===== src/rtl/wb_master_pkg.sv =====
// Shared types and sizing helpers for the Wishbone command master.
package wb_master_pkg;

  typedef enum logic [1:0] {
    IDLE = 2'd0,
    BUS  = 2'd1,
    RESP = 2'd2
  } state_e;

  // Values for the default configuration; instances size themselves with the helpers below.
  localparam int DATA_W_DEF  = 32;
  localparam int TIMEOUT_DEF = 255;
  localparam int SEL_W       = DATA_W_DEF / 8;
  localparam int TO_W        = $clog2(TIMEOUT_DEF + 1);

  function automatic int sel_w(input int data_w);
    return data_w / 8;
  endfunction

  function automatic int to_w(input int timeout_cycles);
    return $clog2(timeout_cycles + 1);
  endfunction

endpackage


===== src/rtl/wb_timeout_ctr.sv =====
// BUS-phase watchdog: counts cycles while enabled and flags the last allowed cycle.
module wb_timeout_ctr
  import wb_master_pkg::*;
#(
  parameter int TIMEOUT_CYCLES = 255
) (
  input  logic clk,
  input  logic rst,
  input  logic clear,
  input  logic enable,
  output logic expired
);

  localparam int CW = to_w(TIMEOUT_CYCLES);

  logic [CW-1:0] cnt_q, cnt_d;

  assign expired = (cnt_q == CW'(TIMEOUT_CYCLES - 1));

  always_comb begin
    cnt_d = cnt_q;
    if (clear)                  cnt_d = '0;
    else if (enable && !expired) cnt_d = cnt_q + 1'b1;
  end

  always_ff @(posedge clk or posedge rst) begin
    if (rst) cnt_q <= '0;
    else     cnt_q <= cnt_d;
  end

endmodule


===== src/rtl/wb_cmd_master.sv =====
// Wishbone classic single-transfer initiator: one valid/ready command -> one WB cycle -> one response.
// Optional BUS-phase timeout is built only when WB_TIMEOUT_EN is defined.
module wb_cmd_master
  import wb_master_pkg::*;
#(
  parameter int ADDR_W         = 32,
  parameter int DATA_W         = 32,
  parameter int TIMEOUT_CYCLES = 255
) (
  input  logic                wb_clk_i,
  input  logic                wb_rst_i,
  input  logic                cmd_valid,
  output logic                cmd_ready,
  input  logic                cmd_we,
  input  logic [ADDR_W-1:0]   cmd_adr,
  input  logic [DATA_W-1:0]   cmd_dat,
  input  logic [DATA_W/8-1:0] cmd_sel,
  output logic                rsp_valid,
  input  logic                rsp_ready,
  output logic [DATA_W-1:0]   rsp_dat,
  output logic                rsp_err,
  output logic                wbm_cyc_o,
  output logic                wbm_stb_o,
  output logic                wbm_we_o,
  output logic [DATA_W/8-1:0] wbm_sel_o,
  output logic [ADDR_W-1:0]   wbm_adr_o,
  output logic [DATA_W-1:0]   wbm_dat_o,
  input  logic [DATA_W-1:0]   wbm_dat_i,
  input  logic                wbm_ack_i,
  input  logic                wbm_err_i,
  output logic                busy
);

  localparam int SW = sel_w(DATA_W);

  state_e            state_q, state_d;
  logic              cmd_ready_q, cmd_ready_d;
  logic              cyc_q, cyc_d;
  logic              we_q, we_d;
  logic [SW-1:0]     sel_q, sel_d;
  logic [ADDR_W-1:0] adr_q, adr_d;
  logic [DATA_W-1:0] dat_q, dat_d;
  logic              rsp_valid_q, rsp_valid_d;
  logic [DATA_W-1:0] rsp_dat_q, rsp_dat_d;
  logic              rsp_err_q, rsp_err_d;
  logic              accept, to_expired;

  assign accept = cmd_valid & cmd_ready_q;

`ifdef WB_TIMEOUT_EN
  wb_timeout_ctr #(.TIMEOUT_CYCLES(TIMEOUT_CYCLES)) u_timeout (
    .clk     (wb_clk_i),
    .rst     (wb_rst_i),
    .clear   (accept),
    .enable  (state_q == BUS),
    .expired (to_expired)
  );
`else
  // No watchdog: constant-false tie-off that still references the parameter.
  assign to_expired = (TIMEOUT_CYCLES < 0);
`endif

  always_comb begin
    state_d     = state_q;
    cyc_d       = cyc_q;
    we_d        = we_q;
    sel_d       = sel_q;
    adr_d       = adr_q;
    dat_d       = dat_q;
    rsp_valid_d = rsp_valid_q;
    rsp_dat_d   = rsp_dat_q;
    rsp_err_d   = rsp_err_q;
    case (state_q)
      IDLE: if (accept) begin
        state_d = BUS;
        cyc_d   = 1'b1;
        we_d    = cmd_we;
        sel_d   = cmd_sel;
        adr_d   = cmd_adr;
        dat_d   = cmd_dat;
      end
      BUS: if (wbm_ack_i || wbm_err_i || to_expired) begin
        // err beats ack; a timeout only counts when the slave stayed silent
        state_d     = RESP;
        cyc_d       = 1'b0;
        rsp_valid_d = 1'b1;
        rsp_err_d   = wbm_err_i | ~wbm_ack_i;
        rsp_dat_d   = (wbm_ack_i && !wbm_err_i && !we_q) ? wbm_dat_i : '0;
      end
      RESP: if (rsp_ready) begin
        state_d     = IDLE;
        rsp_valid_d = 1'b0;
      end
      default: state_d = IDLE;
    endcase
    cmd_ready_d = (state_d == IDLE);
  end

  always_ff @(posedge wb_clk_i or posedge wb_rst_i) begin
    if (wb_rst_i) begin
      state_q     <= IDLE;
      cmd_ready_q <= 1'b0;
      cyc_q       <= 1'b0;
      we_q        <= 1'b0;
      sel_q       <= '0;
      adr_q       <= '0;
      dat_q       <= '0;
      rsp_valid_q <= 1'b0;
      rsp_dat_q   <= '0;
      rsp_err_q   <= 1'b0;
    end else begin
      state_q     <= state_d;
      cmd_ready_q <= cmd_ready_d;
      cyc_q       <= cyc_d;
      we_q        <= we_d;
      sel_q       <= sel_d;
      adr_q       <= adr_d;
      dat_q       <= dat_d;
      rsp_valid_q <= rsp_valid_d;
      rsp_dat_q   <= rsp_dat_d;
      rsp_err_q   <= rsp_err_d;
    end
  end

  assign cmd_ready = cmd_ready_q;
  assign wbm_cyc_o = cyc_q;
  assign wbm_stb_o = cyc_q;
  assign wbm_we_o  = we_q;
  assign wbm_sel_o = sel_q;
  assign wbm_adr_o = adr_q;
  assign wbm_dat_o = dat_q;
  assign rsp_valid = rsp_valid_q;
  assign rsp_dat   = rsp_dat_q;
  assign rsp_err   = rsp_err_q;
  assign busy      = (state_q != IDLE);

endmodule

===== config.mk =====
export PLATFORM = sky130hd
export DESIGN_NAME = wb_cmd_master
export DESIGN_NICKNAME = d
export VERILOG_FILES = /design/src/rtl/wb_master_pkg.sv /design/src/rtl/wb_timeout_ctr.sv /design/src/rtl/wb_cmd_master.sv
export SDC_FILE = /design/constraint.sdc
export NUM_CORES = 1
export LEC_CHECK = 0
export ABC_AREA = 1
export BUFFER_PORTS_ARGS = -buffer_cell sky130_fd_sc_hd__buf_4
export CORE_MARGIN = 2
export CORE_UTILIZATION = 41
export CTS_CLUSTER_DIAMETER = 30
export DETAILED_ROUTE_END_ITERATION = 7
export GPL_ROUTABILITY_DRIVEN = 0
export GPL_TIMING_DRIVEN = 0
export HOLD_SLACK_MARGIN = 0.03
export PLACE_DENSITY = 0.75
export RECOVER_POWER = 25
export SYNTH_ARGS = -nofsm -noshare
export SYNTH_HDL_FRONTEND = slang
export SYNTH_SLANG_ARGS = --single-unit

===== constraint.sdc =====
create_clock -name wb_clk_i -period 3.47 [get_ports wb_clk_i]
set_input_delay 0.5205 -clock wb_clk_i [delete_from_list [all_inputs] [get_ports wb_clk_i]]
set_output_delay 0.5205 -clock wb_clk_i [all_outputs]
set_load 0.05 [all_outputs]

==> out/results.txt, run 1 <==
final cell count without fillers -> 829
antenna viol nets, final -> 0
R2R Path Start -> state_q[1]
I/O Buffers -> 213
synthesized instance count -> 463
critical path arrival -> 2.05 ns
synthesized area -> 4370 um2
CTS Buf Count -> 9
io pins -> 214
number of setup buffers added after CTS -> 0
failing checks -> capacitance limit, slew limit
DIE AREA -> 11500 um2
largest net degree at the start of global routing -> 56
kind of critical path -> in -> async
Post-CTS Hold Buffers -> 0
crit path from -> wb_rst_i
post-route setup TNS -> 0 ns
CP delay by family, top -> buffers and inverters
CP endpoint kind -> async pin
H-tree depth -> 3
dpl cells -> 813
worst skew pair latency -> 0.35 ns
clock-pin slew on the worst setup and hold paths -> 0.10 ns
# DRC -> 0
most common cell after layout, fill and taps aside -> buf_4
DR iter-0 viols -> 224
initial cell density of the core -> 42.3%
Die X-Extent -> 107 um
CTS Buffer Depth -> 2
peak supply drop -> 0.557 mV
Leak -> 3.67 nW
Worst setup SP type -> input port
DRT Pass-1 Iters -> 4
DR vias -> 3791
EDFF count, synth -> 0
vias in the first global route -> 3742
post-synthesis async set-or-reset flop share -> 100%
Worst Hold Launch -> wbm_dat_i[2]
Core ar. -> 10300 um2
CP bufs+invs -> 2
vias per cell -> 4.57
Final period util -> 56.2%
synth unique cells -> 18
Critical-path top delay cell -> clkinvlp_2
reg2reg setup slack -> 2.14 ns
fin crit period -> 1.95 ns
Top FF cell, synth -> dfrtp_1
clk root buf -> clkbuf_8
synthesis-stage register bit count -> 107
data required time of the worst path -> 3.57 ns
CP max stage delay -> 1.38 ns
Worst Tran Pin Value -> 2.45 ns
share of the yosys chip area belonging to registers -> 61.3%
worst clock skew -> 0.00904 ns
initial antenna violation count -> 0
WL/cell -> 13.3 um
Clock Sinks -> 107
grt ovf -> 0
pre-CTS setup slack -> 1.90 ns
Die Height -> 107 um
Synth Area per Inst -> 9.43 um2
FMAX -> 513 MHz
max cap viols -> 1
Finish-stage setup viols -> 0
slew margin rel. -> -64.1%
CP Cell Sequence -> clkbuf_4 -> clkinvlp_2
pwr/cell area -> 1140 nW/um2
Post-Route WL -> 11100 um
most frequent cells in the layout -> buf_4 (216), nand2_1 (143), dfrtp_1 (107)
Synth Warn # -> 0
diode count -> 0
final hold viol count -> 0
syn nets -> 570
final count of pins violating max slew -> 55
Tot Pwr -> 0.00728 W
status -> finished, violations left
setup ws final -> 1.52 ns
row count -> 37
total track usage -> 19.2%
Nets -> 795
hold crit path type -> in -> reg
DPL Wire Length -> 8240 um
# resized after CTS -> 0
first-pass GRT wire length -> 17500 um
CP max FO -> 55
CTS tree -> built
synthesis-to-finish area growth -> 46.4%
unrepaired setup endpoints after global routing -> no
share of cells above drive strength 1 -> 40.5%
-- synthesized netlist by cell type (4+ instances only) --
| master | number | share of area [%] |
|---|---|---|
| buf_2 | 6 | 0.69 |
| buf_4 | 4 | 0.69 |
| buf_6 | 10 | 2.6 |
| clkbuf_1 | 4 | 0.34 |
| dfrtp_1 | 107 | 61 |
| inv_1 | 74 | 6.4 |
| nand2_1 | 143 | 12 |
| nand3_1 | 33 | 3.8 |
| nor2_1 | 5 | 0.43 |
| o21ai_0 | 41 | 4.7 |
| o21ai_1 | 5 | 0.57 |
| o21ai_2 | 25 | 5.0 |
-- per-stage QoR --
| stage | area [um2] | hold WS [ns] | util, % |
|---|---|---|---|
| CTS | 6390 | 0.289 | 61.9 |
| floorplan | 4370 | 0.563 | - |
| global route | 6390 | 0.361 | 61.9 |
| global placement | 6130 | 0.461 | 59.4 |
| detailed placement | 6160 | 0.467 | 59.7 |
| finish | 6390 | 0.382 | 61.9 |
-- registers in the layout, summed over array words and instances (netlist names), 2 cells and up --
signal,count
rsp_dat,32
wbm_adr_o,32
wbm_dat_o,32
wbm_sel_o,4
state_q,2
-- layout make-up --
class | count | area, um2
multi-input cells | 256 | 1200
flip-flops and latches | 107 | 2680
clock buffers | 12 | 155
fillers | 919 | 3930
well taps | 136 | 170
repair buffers | 214 | 1630
clock inverters | 4 | 72.6
inverters | 75 | 283
plain buffers | 25 | 203
-- power breakdown --
part           switching [W]  leakage, nW  total (W)  internal (W)
combinational        0.00301         2.19    0.00427       0.00126
sequential          0.000336         1.37    0.00216       0.00182
clock               0.000410        0.113   0.000856      0.000446
-- worst paths after layout --
kind	endpoint	cells past startpoint
worst max-delay path	wbm_dat_o[13]	2
worst min-delay path	rsp_dat[2]	3
worst max register to register	rsp_dat[1]	6
worst min register to register	wbm_dat_o[12]	2
max in group wb_clk_i	busy	3
min in group asynchronous	wbm_adr_o[7]	2
-- cell families (layout without fill, tap and decap cells) --
| logic type | after synthesis | after routing | synth area share [%] |
|---|---|---|---|
| buf+inv | 100 | 330 | 11.1 |
| compound gates | 71 | 71 | 10.3 |
| simple gates | 185 | 185 | 17.3 |
| flops | 107 | 107 | 61.3 |
-- metal layers --
layer	vias up	track usage, %	share of wire (%)
li1	1856	-	-
met1	1768	24.0	40
met2	145	32.1	49
met3	22	5.11	8.4
met4	0	6.68	1.8
met5	-	0	0
No activity file was read; power rests on OpenSTA's default activity.
==> run 2, diff against run 1 <==
--- a/config.mk
+++ b/config.mk
@@ -8,13 +8,13 @@
 export ABC_AREA = 1
 export BUFFER_PORTS_ARGS = -buffer_cell sky130_fd_sc_hd__buf_4
 export CORE_MARGIN = 2
-export CORE_UTILIZATION = 41
+export CORE_UTILIZATION = 46
 export CTS_CLUSTER_DIAMETER = 30
 export DETAILED_ROUTE_END_ITERATION = 7
 export GPL_ROUTABILITY_DRIVEN = 0
 export GPL_TIMING_DRIVEN = 0
 export HOLD_SLACK_MARGIN = 0.03
-export PLACE_DENSITY = 0.75
+export PLACE_DENSITY = 0.8
 export RECOVER_POWER = 25
 export SYNTH_ARGS = -nofsm -noshare
 export SYNTH_HDL_FRONTEND = slang
==> constraint.sdc (replaced) <==
create_clock -name wb_clk_i -period 1.9 [get_ports wb_clk_i]
set_input_delay 0.285 -clock wb_clk_i [delete_from_list [all_inputs] [get_ports wb_clk_i]]
set_output_delay 0.285 -clock wb_clk_i [all_outputs]
set_load 0.05 [all_outputs]
==> out/results.txt, run 2 (synthesized netlist as in run 1, its figures left out) <==
grt met1 use -> 25.9%
max cap viols -> 0
Leak -> 3.64 nW
largest net degree at the start of global routing -> 43
CP endpoint kind -> output pin
worst clock skew -> 0.0129 ns
diode count -> 0
# DRC -> 0
io pins -> 214
CTS tree -> built
total track usage -> 21.0%
clock-pin slew on the worst setup and hold paths -> 0.10 ns
status -> finished clean
DR vias -> 3766
met3 usage -> 5.18%
# resized after CTS -> 0
Post-CTS Hold Buffers -> 0
unrepaired setup endpoints after global routing -> no
Core ar. -> 9240 um2
Post-Route WL -> 10800 um
critical path arrival -> 1.17 ns
post-route setup TNS -> 0 ns
WL/cell -> 13.1 um
met2 usage -> 34.7%
pwr/cell area -> 2050 nW/um2
most frequent cells in the layout -> buf_4 (216), nand2_1 (143), dfrtp_1 (107)
clk root buf -> clkbuf_8
DRT Pass-1 Iters -> 4
CTS Buf Count -> 9
first-pass GRT wire length -> 17100 um
final hold viol count -> 0
H-tree depth -> 3
CTS Buffer Depth -> 2
share of cells above drive strength 1 -> 40.5%
grt peak-use layer -> met2
slew margin rel. -> 40.8%
worst skew pair latency -> 0.35 ns
grt ovf -> 0
I/O Buffers -> 213
CP max FO -> 5
Worst Tran Pin Value -> 0.886 ns
Finish-stage setup viols -> 0
hold crit path type -> in -> async
vias per cell -> 4.58
initial cell density of the core -> 47.2%
Worst setup SP type -> flop
synthesis-to-finish area growth -> 45.0%
final count of pins violating max slew -> 0
FMAX -> 690 MHz
row count -> 35
kind of critical path -> reg -> out
crit path from -> state_q[1]
fin crit period -> 1.45 ns
Final period util -> 76.3%
DPL Wire Length -> 8320 um
most common cell after layout, fill and taps aside -> buf_4
antenna viol nets, final -> 0
setup ws final -> 0.450 ns
Die Height -> 101 um
Die X-Extent -> 101 um
Tot Pwr -> 0.0130 W
vias in the first global route -> 3749
number of setup buffers added after CTS -> 0
DIE AREA -> 10300 um2
pre-CTS setup slack -> 0.562 ns
peak supply drop -> 1.12 mV
R2R Path Start -> state_q[1]
initial antenna violation count -> 0
Nets -> 796
DR iter-0 viols -> 108
Clock Sinks -> 107
data required time of the worst path -> 1.62 ns
[run 2: cell types whose count changed in the layout (fill, tap and decap cells not counted), sizes merged]
| cell | change |
|---|---|
| bufinv | -2 |
| clkinvlp | +1 |
| clkinv | +1 |
| inv | +1 |
[run 2: final cells by class]
| type | count | area, um2 |
|---|---|---|
| Sequential cell | 107 | 2680 |
| Buffer | 25 | 203 |
| Multi-Input combinational cell | 256 | 1200 |
| Clock inverter | 5 | 37.5 |
| Timing Repair Buffer | 215 | 1620 |
| Fill cell | 734 | 2910 |
| Tap cell | 129 | 161 |
| Clock buffer | 11 | 141 |
| Inverter | 75 | 285 |
[run 2: worst max-delay path: stages, from the launching register on]
cell	delay, ns
dfrtp_1	0.45
nor2_2	0.14
inv_1	0.05
buf_4	0.19
[run 2: final timing paths]
path,end,slack [ns],cells past startpoint
worst max-delay path,busy,0.45,3
worst min-delay path,wbm_adr_o[11],0.09,2
worst max register to register,wbm_adr_o[18],0.55,6
worst min register to register,wbm_dat_o[5],0.49,2
max in group asynchronous,wbm_dat_o[0],0.68,3
min in group wb_clk_i,rsp_dat[10],0.15,3
[run 2: power breakdown]
part | internal (W) | switching [W] | leakage, nW
sequential | 0.00332 | 0.000605 | 1.37
clock | 0.000519 | 0.000754 | 0.0859
combinational | 0.00230 | 0.00549 | 2.19
[run 2: per-stage QoR]
stage | cells | instance area, um2 | hold slack [ns] | utilization (%)
4_1_cts | 823 | 6350 | 0.132 | 68.7
6_report | 823 | 6330 | 0.0940 | 68.5
5_1_grt | 823 | 6330 | 0.131 | 68.5
2_1_floorplan | 463 | 4370 | 0.416 | -
3_5_place_dp | 807 | 6170 | 0.465 | 66.8
3_3_place_gp | 805 | 6130 | 0.459 | 66.3
[run 2: layer usage]
metal | routed length [um] | vias up
met5 | 0 | -
met4 | 389 | 0
met3 | 824 | 30
met2 | 5270 | 150
met1 | 4300 | 1726
li1 | - | 1860
